### src/rtl/bcd_to_binary_seq.sv
// bcd_to_binary_seq
//   Sequential BCD-to-binary converter using reverse double-dabble.
//   A start in IDLE captures bcd_in, then BIN_W SHIFT cycles move the BCD
//   register right into the binary accumulator, subtracting 3 from any BCD
//   nibble that reaches 8 or more. The result appears on binary with a
//   one-cycle done pulse.
//
// Parameters
//   DIGITS        number of packed BCD digits on bcd_in (default 3)
//   BIN_W         result width, 2**BIN_W must exceed 10**DIGITS-1 (default 10)
//
// Ports
//   CLOCK_50      in   system clock, rising edge
//   reset_button  in   asynchronous active-low reset
//   start         in   conversion request, sampled only in IDLE
//   bcd_in        in   packed BCD, most significant digit in the top nibble
//   busy          out  high while SHIFT is active
//   done          out  one-cycle pulse when binary holds a fresh result
//   binary        out  converted value, held until the next accepted start
//   error         out  invalid-digit flag (only with BCD_DIGIT_CHECK_EN)
//
// Configuration macro
//   BCD_DIGIT_CHECK_EN  adds the error port: a captured nibble above 9 skips
//                       the shift sequence and finishes with binary=0, error=1.
module bcd_to_binary_seq #(
  parameter int unsigned DIGITS = 3,
  parameter int unsigned BIN_W  = 10
) (
  input  logic                  CLOCK_50,
  input  logic                  reset_button,
  input  logic                  start,
  input  logic [4*DIGITS-1:0]   bcd_in,
  output logic                  busy,
  output logic                  done,
`ifdef BCD_DIGIT_CHECK_EN
  output logic [BIN_W-1:0]      binary,
  output logic                  error
`else
  output logic [BIN_W-1:0]      binary
`endif
);

  localparam int unsigned CW = $clog2(BIN_W + 1);

  typedef enum logic [1:0] {
    IDLE,
    SHIFT,
    DONE
  } state_t;

  state_t                      r_state;
  state_t                      w_state_nxt;
  logic [4*DIGITS-1:0]         r_bcd;
  logic [BIN_W-1:0]            r_acc;
  logic [CW-1:0]               r_cnt;
  logic [BIN_W-1:0]            r_binary;
  logic                        w_accept;
  logic                        w_last;
  logic [4*DIGITS+BIN_W-1:0]   w_cat;
  logic [4*DIGITS-1:0]         w_bcd_adj;
  logic [BIN_W-1:0]            w_acc_sh;

  assign w_accept = (r_state == IDLE) && start;
  assign w_last   = (r_cnt == CW'(BIN_W - 1));
  assign busy     = (r_state == SHIFT);
  assign done     = (r_state == DONE);
  assign binary   = r_binary;

  // One reverse double-dabble step: shift the pair right, then pull every
  // BCD nibble that now reads 8..15 back down by 3.
  always_comb begin
    w_cat     = {r_bcd, r_acc} >> 1;
    w_acc_sh  = w_cat[BIN_W-1:0];
    w_bcd_adj = w_cat[4*DIGITS+BIN_W-1:BIN_W];
    for (int unsigned d = 0; d < DIGITS; d++) begin
      if (w_bcd_adj[4*d +: 4] >= 4'd8) begin
        w_bcd_adj[4*d +: 4] = w_bcd_adj[4*d +: 4] - 4'd3;
      end
    end
  end

`ifdef BCD_DIGIT_CHECK_EN
  logic r_error;
  logic w_bad;

  assign error = r_error;

  always_comb begin
    w_bad = 1'b0;
    for (int unsigned d = 0; d < DIGITS; d++) begin
      if (bcd_in[4*d +: 4] > 4'd9) begin
        w_bad = 1'b1;
      end
    end
  end
`endif

  always_ff @(posedge CLOCK_50 or negedge reset_button) begin
    if (!reset_button) begin
      r_state <= IDLE;
    end else begin
      r_state <= w_state_nxt;
    end
  end

  always_comb begin
    w_state_nxt = r_state;
    case (r_state)
      IDLE: begin
        if (start) begin
          w_state_nxt = SHIFT;
        end
      end
      SHIFT: begin
`ifdef BCD_DIGIT_CHECK_EN
        // An invalid capture spends a single cycle here before DONE.
        if (w_last || r_error) begin
          w_state_nxt = DONE;
        end
`else
        if (w_last) begin
          w_state_nxt = DONE;
        end
`endif
      end
      DONE:    w_state_nxt = IDLE;
      default: w_state_nxt = IDLE;
    endcase
  end

  always_ff @(posedge CLOCK_50 or negedge reset_button) begin
    if (!reset_button) begin
      r_bcd    <= '0;
      r_acc    <= '0;
      r_cnt    <= '0;
      r_binary <= '0;
`ifdef BCD_DIGIT_CHECK_EN
      r_error  <= 1'b0;
`endif
    end else if (w_accept) begin
      r_bcd    <= bcd_in;
      r_acc    <= '0;
      r_cnt    <= '0;
`ifdef BCD_DIGIT_CHECK_EN
      r_error  <= w_bad;
`endif
    end else if (r_state == SHIFT) begin
      r_bcd <= w_bcd_adj;
      r_acc <= w_acc_sh;
      r_cnt <= r_cnt + CW'(1);
`ifdef BCD_DIGIT_CHECK_EN
      if (r_error) begin
        r_binary <= '0;
      end else if (w_last) begin
        r_binary <= w_acc_sh;
      end
`else
      // The final shifted accumulator is published on the edge entering DONE.
      if (w_last) begin
        r_binary <= w_acc_sh;
      end
`endif
    end
  end

endmodule

### config.mk
export PLATFORM = sky130hd
export DESIGN_NAME = bcd_to_binary_seq
export DESIGN_NICKNAME = d
export VERILOG_FILES = /design/src/rtl/bcd_to_binary_seq.sv
export SDC_FILE = /design/constraint.sdc
export NUM_CORES = 1
export LEC_CHECK = 0
export ABC_AREA = 1
export BUFFER_PORTS_ARGS = -buffer_cell sky130_fd_sc_hd__buf_4
export CELL_PAD_IN_SITES_DETAIL_PLACEMENT = 0
export CELL_PAD_IN_SITES_GLOBAL_PLACEMENT = 1
export CORE_ASPECT_RATIO = 1.4
export CORE_MARGIN = 4
export CORE_UTILIZATION = 45
export CTS_CLUSTER_DIAMETER = 150
export DETAILED_ROUTE_END_ITERATION = 6
export PLACE_DENSITY_LB_ADDON = 0.1
export SKIP_LAST_GASP = 1
export SLEW_MARGIN = 20
export SYNTH_ARGS = -nofsm -noshare
export SYNTH_HDL_FRONTEND = slang
export SYNTH_SLANG_ARGS = --single-unit
### constraint.sdc
create_clock -name CLOCK_50 -period 3.4 [get_ports CLOCK_50]
set_input_delay 0 -clock CLOCK_50 [delete_from_list [all_inputs] [get_ports CLOCK_50]]
set_output_delay 0 -clock CLOCK_50 [all_outputs]
set_load 0.02 [all_outputs]
# --- Word level (Yosys, flattened, before mapping) ---
# Cells that the tools add are included.
totals:
  ff_bits: 38
  out_inout_bits: 12
  in_bits: 15
  elab_cells: 35
classes:
  mux: 12
  eq_ne: 5
  n_addsub: 4
  order_cmp: 3
  bitwise: 1
  n_reduce_logical: 5
ops:
  columns: ["op", "n"]
  rows:
  - ["2-to-1 mux 12 bit", 2]
  - ["2-to-1 mux 10 bit", 2]
  - ["2-to-1 mux 4 bit", 5]
  - [">= comparator 4 bit (second input constant)", 2]
  - ["subtractor 4 x 2 -> 4 bit (second input constant)", 2]
  - ["adder 4 x 1 -> 4 bit (second input constant)", 1]
  - ["== test 4 bit (second input constant)", 1]
  - [">= comparator 3 x 4 -> 1 bit (second input constant)", 1]
  - ["2-to-1 mux 2 bit", 2]
  - ["one-hot mux 2 bit (2 select lines)", 1]
  - ["subtractor 3 x 2 -> 4 bit (second input constant)", 1]
  - ["AND reduction 3 bit", 1]
  - ["== test 2 x 1 -> 1 bit (second input constant)", 1]
  - ["== test 2 bit (second input constant)", 1]
  - ["zero test 2 bit", 1]
  - ["!= test 2 x 1 -> 1 bit (second input constant)", 1]
  - ["!= test 2 bit (second input constant)", 1]
  - ["AND reduction 2 bit", 1]
  - ["nonzero test 2 bit", 1]
  - ["logical AND 1 bit", 1]
  - ["inverter 1 bit", 1]

# --- Logic depth before layout (Yosys ltp) ---
depth:
  depth_word: 4
  mapped_depth: 7
  depth_no_buf: 7

# --- Least setup slack after synthesis ---
# OpenSTA, ideal clock, no wires.
synth_path:
  path_kind: "flip-flop to flip-flop"
  start: "register r_cnt[1]"
  end: "register r_binary[9] (netlist: binary[9])"
  period_less_slack_ns: 1.217
  n_path_buf: 1
  setup_slack_ns: 2.183
  path_stages_with_launch: 7
  arrival_time_ns: 1.100
  setup_time_ns: 0.117
  t_required_ns: 3.283
  path_cell_list: "dfrtp_1 > inv_1 > ha_1 > nand2_1 > nor3_4 > buf_6 > o21ai_2"
synth_between:
  elab_chain_len: 2
synth_lines:
  columns: ["element", "line_no", "rtl"]
  rows:
  - ["from (decl)", "55", "logic [CW-1:0] r_cnt;"]
  - ["from (signal assigned)", "150", "r_cnt <= r_cnt + CW'(1);"]
  - ["== test 4 bit", "64", "assign w_last = (r_cnt == CW'(BIN_W - 1));"]
  - ["AND reduction 3 bit (no line)", null, null]
  - ["to (signal assigned)", "160", "r_binary <= w_acc_sh;"]
  - ["to (decl)", "56", "logic [BIN_W-1:0] r_binary;"]
# No other way between the ends.
# A chain may end at the register's enable or synchronous reset.

# --- Worst setup path in the final report ---
layout_path:
  start: "register r_cnt[1]"
  end: "register r_binary[8] (netlist: binary[8])"
# The elaborated chain is that of the path after synthesis.

==> reports/qor.txt <==
Status: completed
Vias: 1432
Dpl cells: 271
Max Cap Viol: 0
Avg Cell Area, Syn: 8.543 µm²
First-pass GRT wire length: 5982 µm
CTS tree: done
Pin count of the biggest net entering global routing: 38
Slew Limit Fails: 0
Unrepaired setup endpoints after global routing: no
Wire per inst: 12.08 µm
CTS Buf Count: 5
Final instance area: 2166 µm²
Clk root buf: clkbuf_8
Dpl hpwl: 2430 µm
Setup CP Type: flop to flop
Clk sinks: 37
Netlist cell types: 20
Critical Path AT: 1.94 ns
Synth Flop Type: dfrtp_1
Nets: 263
All-Layer GR Usage: 0.1610
Fmax: 0.5792 GHz
Die area: 5054 µm²
Async S/R FF share, synth: 1.000
Final min period: 1.726 ns
Final setup vio count: 0
FILL cells: 351
Die height: 82.53 µm
Slowest Stage Delay on Critical Path: 0.71 ns
Layout cells sized above 1: 0.1975
Clk_skew: 0.004611 ns
Diodes inserted: 0
Critical Path Source Type: flop
Cell count after synthesis: 209
Static leakage: 1.121 nW
Most common cell in the synthesized netlist: nand2_1
Yosys top cell area share: 0.5186
Area of the core: 3741 µm²
Util after Layout: 0.5789
#FFs+latches synth: 37
IO Pins: 27
Post-route insts no fill: 285
Crit path cell chain: inv_1, ha_1, nand2_1, nor3_4, nand2_1, o21ai_2
Setup crit end kind: flop
Vias per std cell: 5.025
Die width: 61.24 µm
Number of enable flip-flop cells after synthesis: 0
Crit path required time: 3.62 ns
Yosys warns: 0
1st-pass router iterations: 4
Synth cell count leaders: 62 x nand2_1, 37 x dfrtp_1, 37 x inv_1
Crit-path most repeated cell: nand2_1
H-Tree Level Count: 2
Post-CTS Setup Bufs: 0
Measured slew at the worst slew-check pin: 0.8426 ns
Syn Std Cell Area: 1785 µm²
Synth area leaders: dfrtp_1 52%, nand2_1 13%, inv_1 7.8%
Worst VDD drop: 0.0005235 V
# DRC: 0
Setup_tns: 0 ns
I/O Buffers: 26
GP Congestion: 0.8513
Dominant cell type by area after synthesis: dfrtp_1
Worst-path clk slew: 0.07 ns
FF-to-FF setup slack: 1.67 ns
CP max-delay cell: nor3_4
Slew HR: 0.4364
Initial core utilization: 0.4773
Antenna violations before repair: 0
Worst min path class: input pin to flop
Area after DPL: 1989 µm²
Final ANT Viol Nets: 0
Iteration-0 DRC Markers: 57
Crit path max fanout: 21
Power Density: 895.0 nW/µm²
CTS Buffer Depth: 2
FP Rows: 26
Final hold violations: 0
Clock Latency Late Sink: 0.29 ns
Area delta synth->final: 21.30%
Mapped Nets: 230
Post-cts sizing count: 0
Period utilization: 0.5078
CTS Hold Bufs: 6
WL final: 3443 µm
Number of global-route vias before repair: 1351
GRT Residual Overflow: 0
Post-synthesis sequential area ratio: 0.5186
-- layout make-up --
type / instances / area, µm² / share of cell area
Clock buffer: 7 / 86.33 / 0.03986
Tap cell: 42 / 52.55 / 0.02426
Inverter: 39 / 146.4 / 0.06759
Multi-Input combinational cell: 127 / 669.4 / 0.3091
Timing Repair Buffer: 32 / 255.2 / 0.1179
Clock inverter: 1 / 30.03 / 0.01386
Sequential cell: 37 / 925.9 / 0.4275
-- kinds of logic (layout without fill, tap and decap cells) --
family | count (synthesis) | after routing | synth area share
buf+inv | 45 | 79 | 0.1065
flops | 37 | 37 | 0.5186
fa+ha+maj | 6 | 6 | 0.04205
xor+xnor | 1 | 1 | 0.004906
simple gates | 84 | 84 | 0.2011
compound gates | 36 | 36 | 0.1268
-- report_power, final --
part	total [W]	internal, W	switching [W]
Combinational	0.000767	0.000312	0.000455
Sequential	0.000779	0.000636	0.000143
Clock	0.000392	0.000239	0.000153
-- final timing paths --
check / startpoint / end / depth (start not counted)
max: r_cnt[1]$_DFFE_PN0P_ / binary[8]$_DFFE_PN0P_ / 6
min: bcd_in[6] / r_bcd[6]$_DFFE_PN0P_ / 5
max reg2reg: r_cnt[1]$_DFFE_PN0P_ / binary[8]$_DFFE_PN0P_ / 6
min reg2reg: r_bcd[10]$_DFFE_PN0P_ / r_bcd[10]$_DFFE_PN0P_ / 2
max in group asynchronous: reset_button / r_bcd[11]$_DFFE_PN0P_ / 2
min in group asynchronous: reset_button / r_acc[5]$_DFFE_PN0P_ / 2
-- through the flow --
step	total power (W)	setup slack, ns	hold slack [ns]
3_5_place_dp	0.001563	1.663	-0.006848
5_1_grt	0.002102	1.425	0.07270
3_3_place_gp	0.001529	1.724	-0.01903
6_report	0.001938	1.674	0.06631
4_1_cts	0.001966	1.643	0.06266
2_1_floorplan	0.001322	2.183	-0.2956
-- critical path, delay by kind of cell (launching register included) --
family / cells / cell delay, ns
AOI/OAI and AO/OA: 1 / 0.09
adders and majority gates: 1 / 0.14
buffers and inverters: 1 / 0.08
DFF: 1 / 0.39
and+or+nand+nor: 3 / 0.96
-- state kept, by name, indices dropped and copies added (netlist names) --
name	flops
r_acc	9
binary	10
r_bcd	12
r_state	2
r_cnt	4
-- metal layers --
layer | up-vias | wire length [µm] | GRT usage
li1 | 709 | - | -
met1 | 681 | 1454 | 0.1906
met2 | 37 | 1749 | 0.2712
met3 | 5 | 184 | 0.04199
met4 | 0 | 54 | 0.06508
met5 | - | 0 | 0
-- cell usage in the layout (no fill, tap or decap), types with 5 or more instances in the layout --
master and n:
inv_1 37, o22ai_1 8, nand2_1 62, clkbuf_8 6, dfrtp_1 37, o21ai_2 9, dlygate4sd3_1 6, nor2_1 5
ha_1 6, nand3_1 12, o21ai_0 18, buf_4 26
Power figures use the tool's default switching activity.
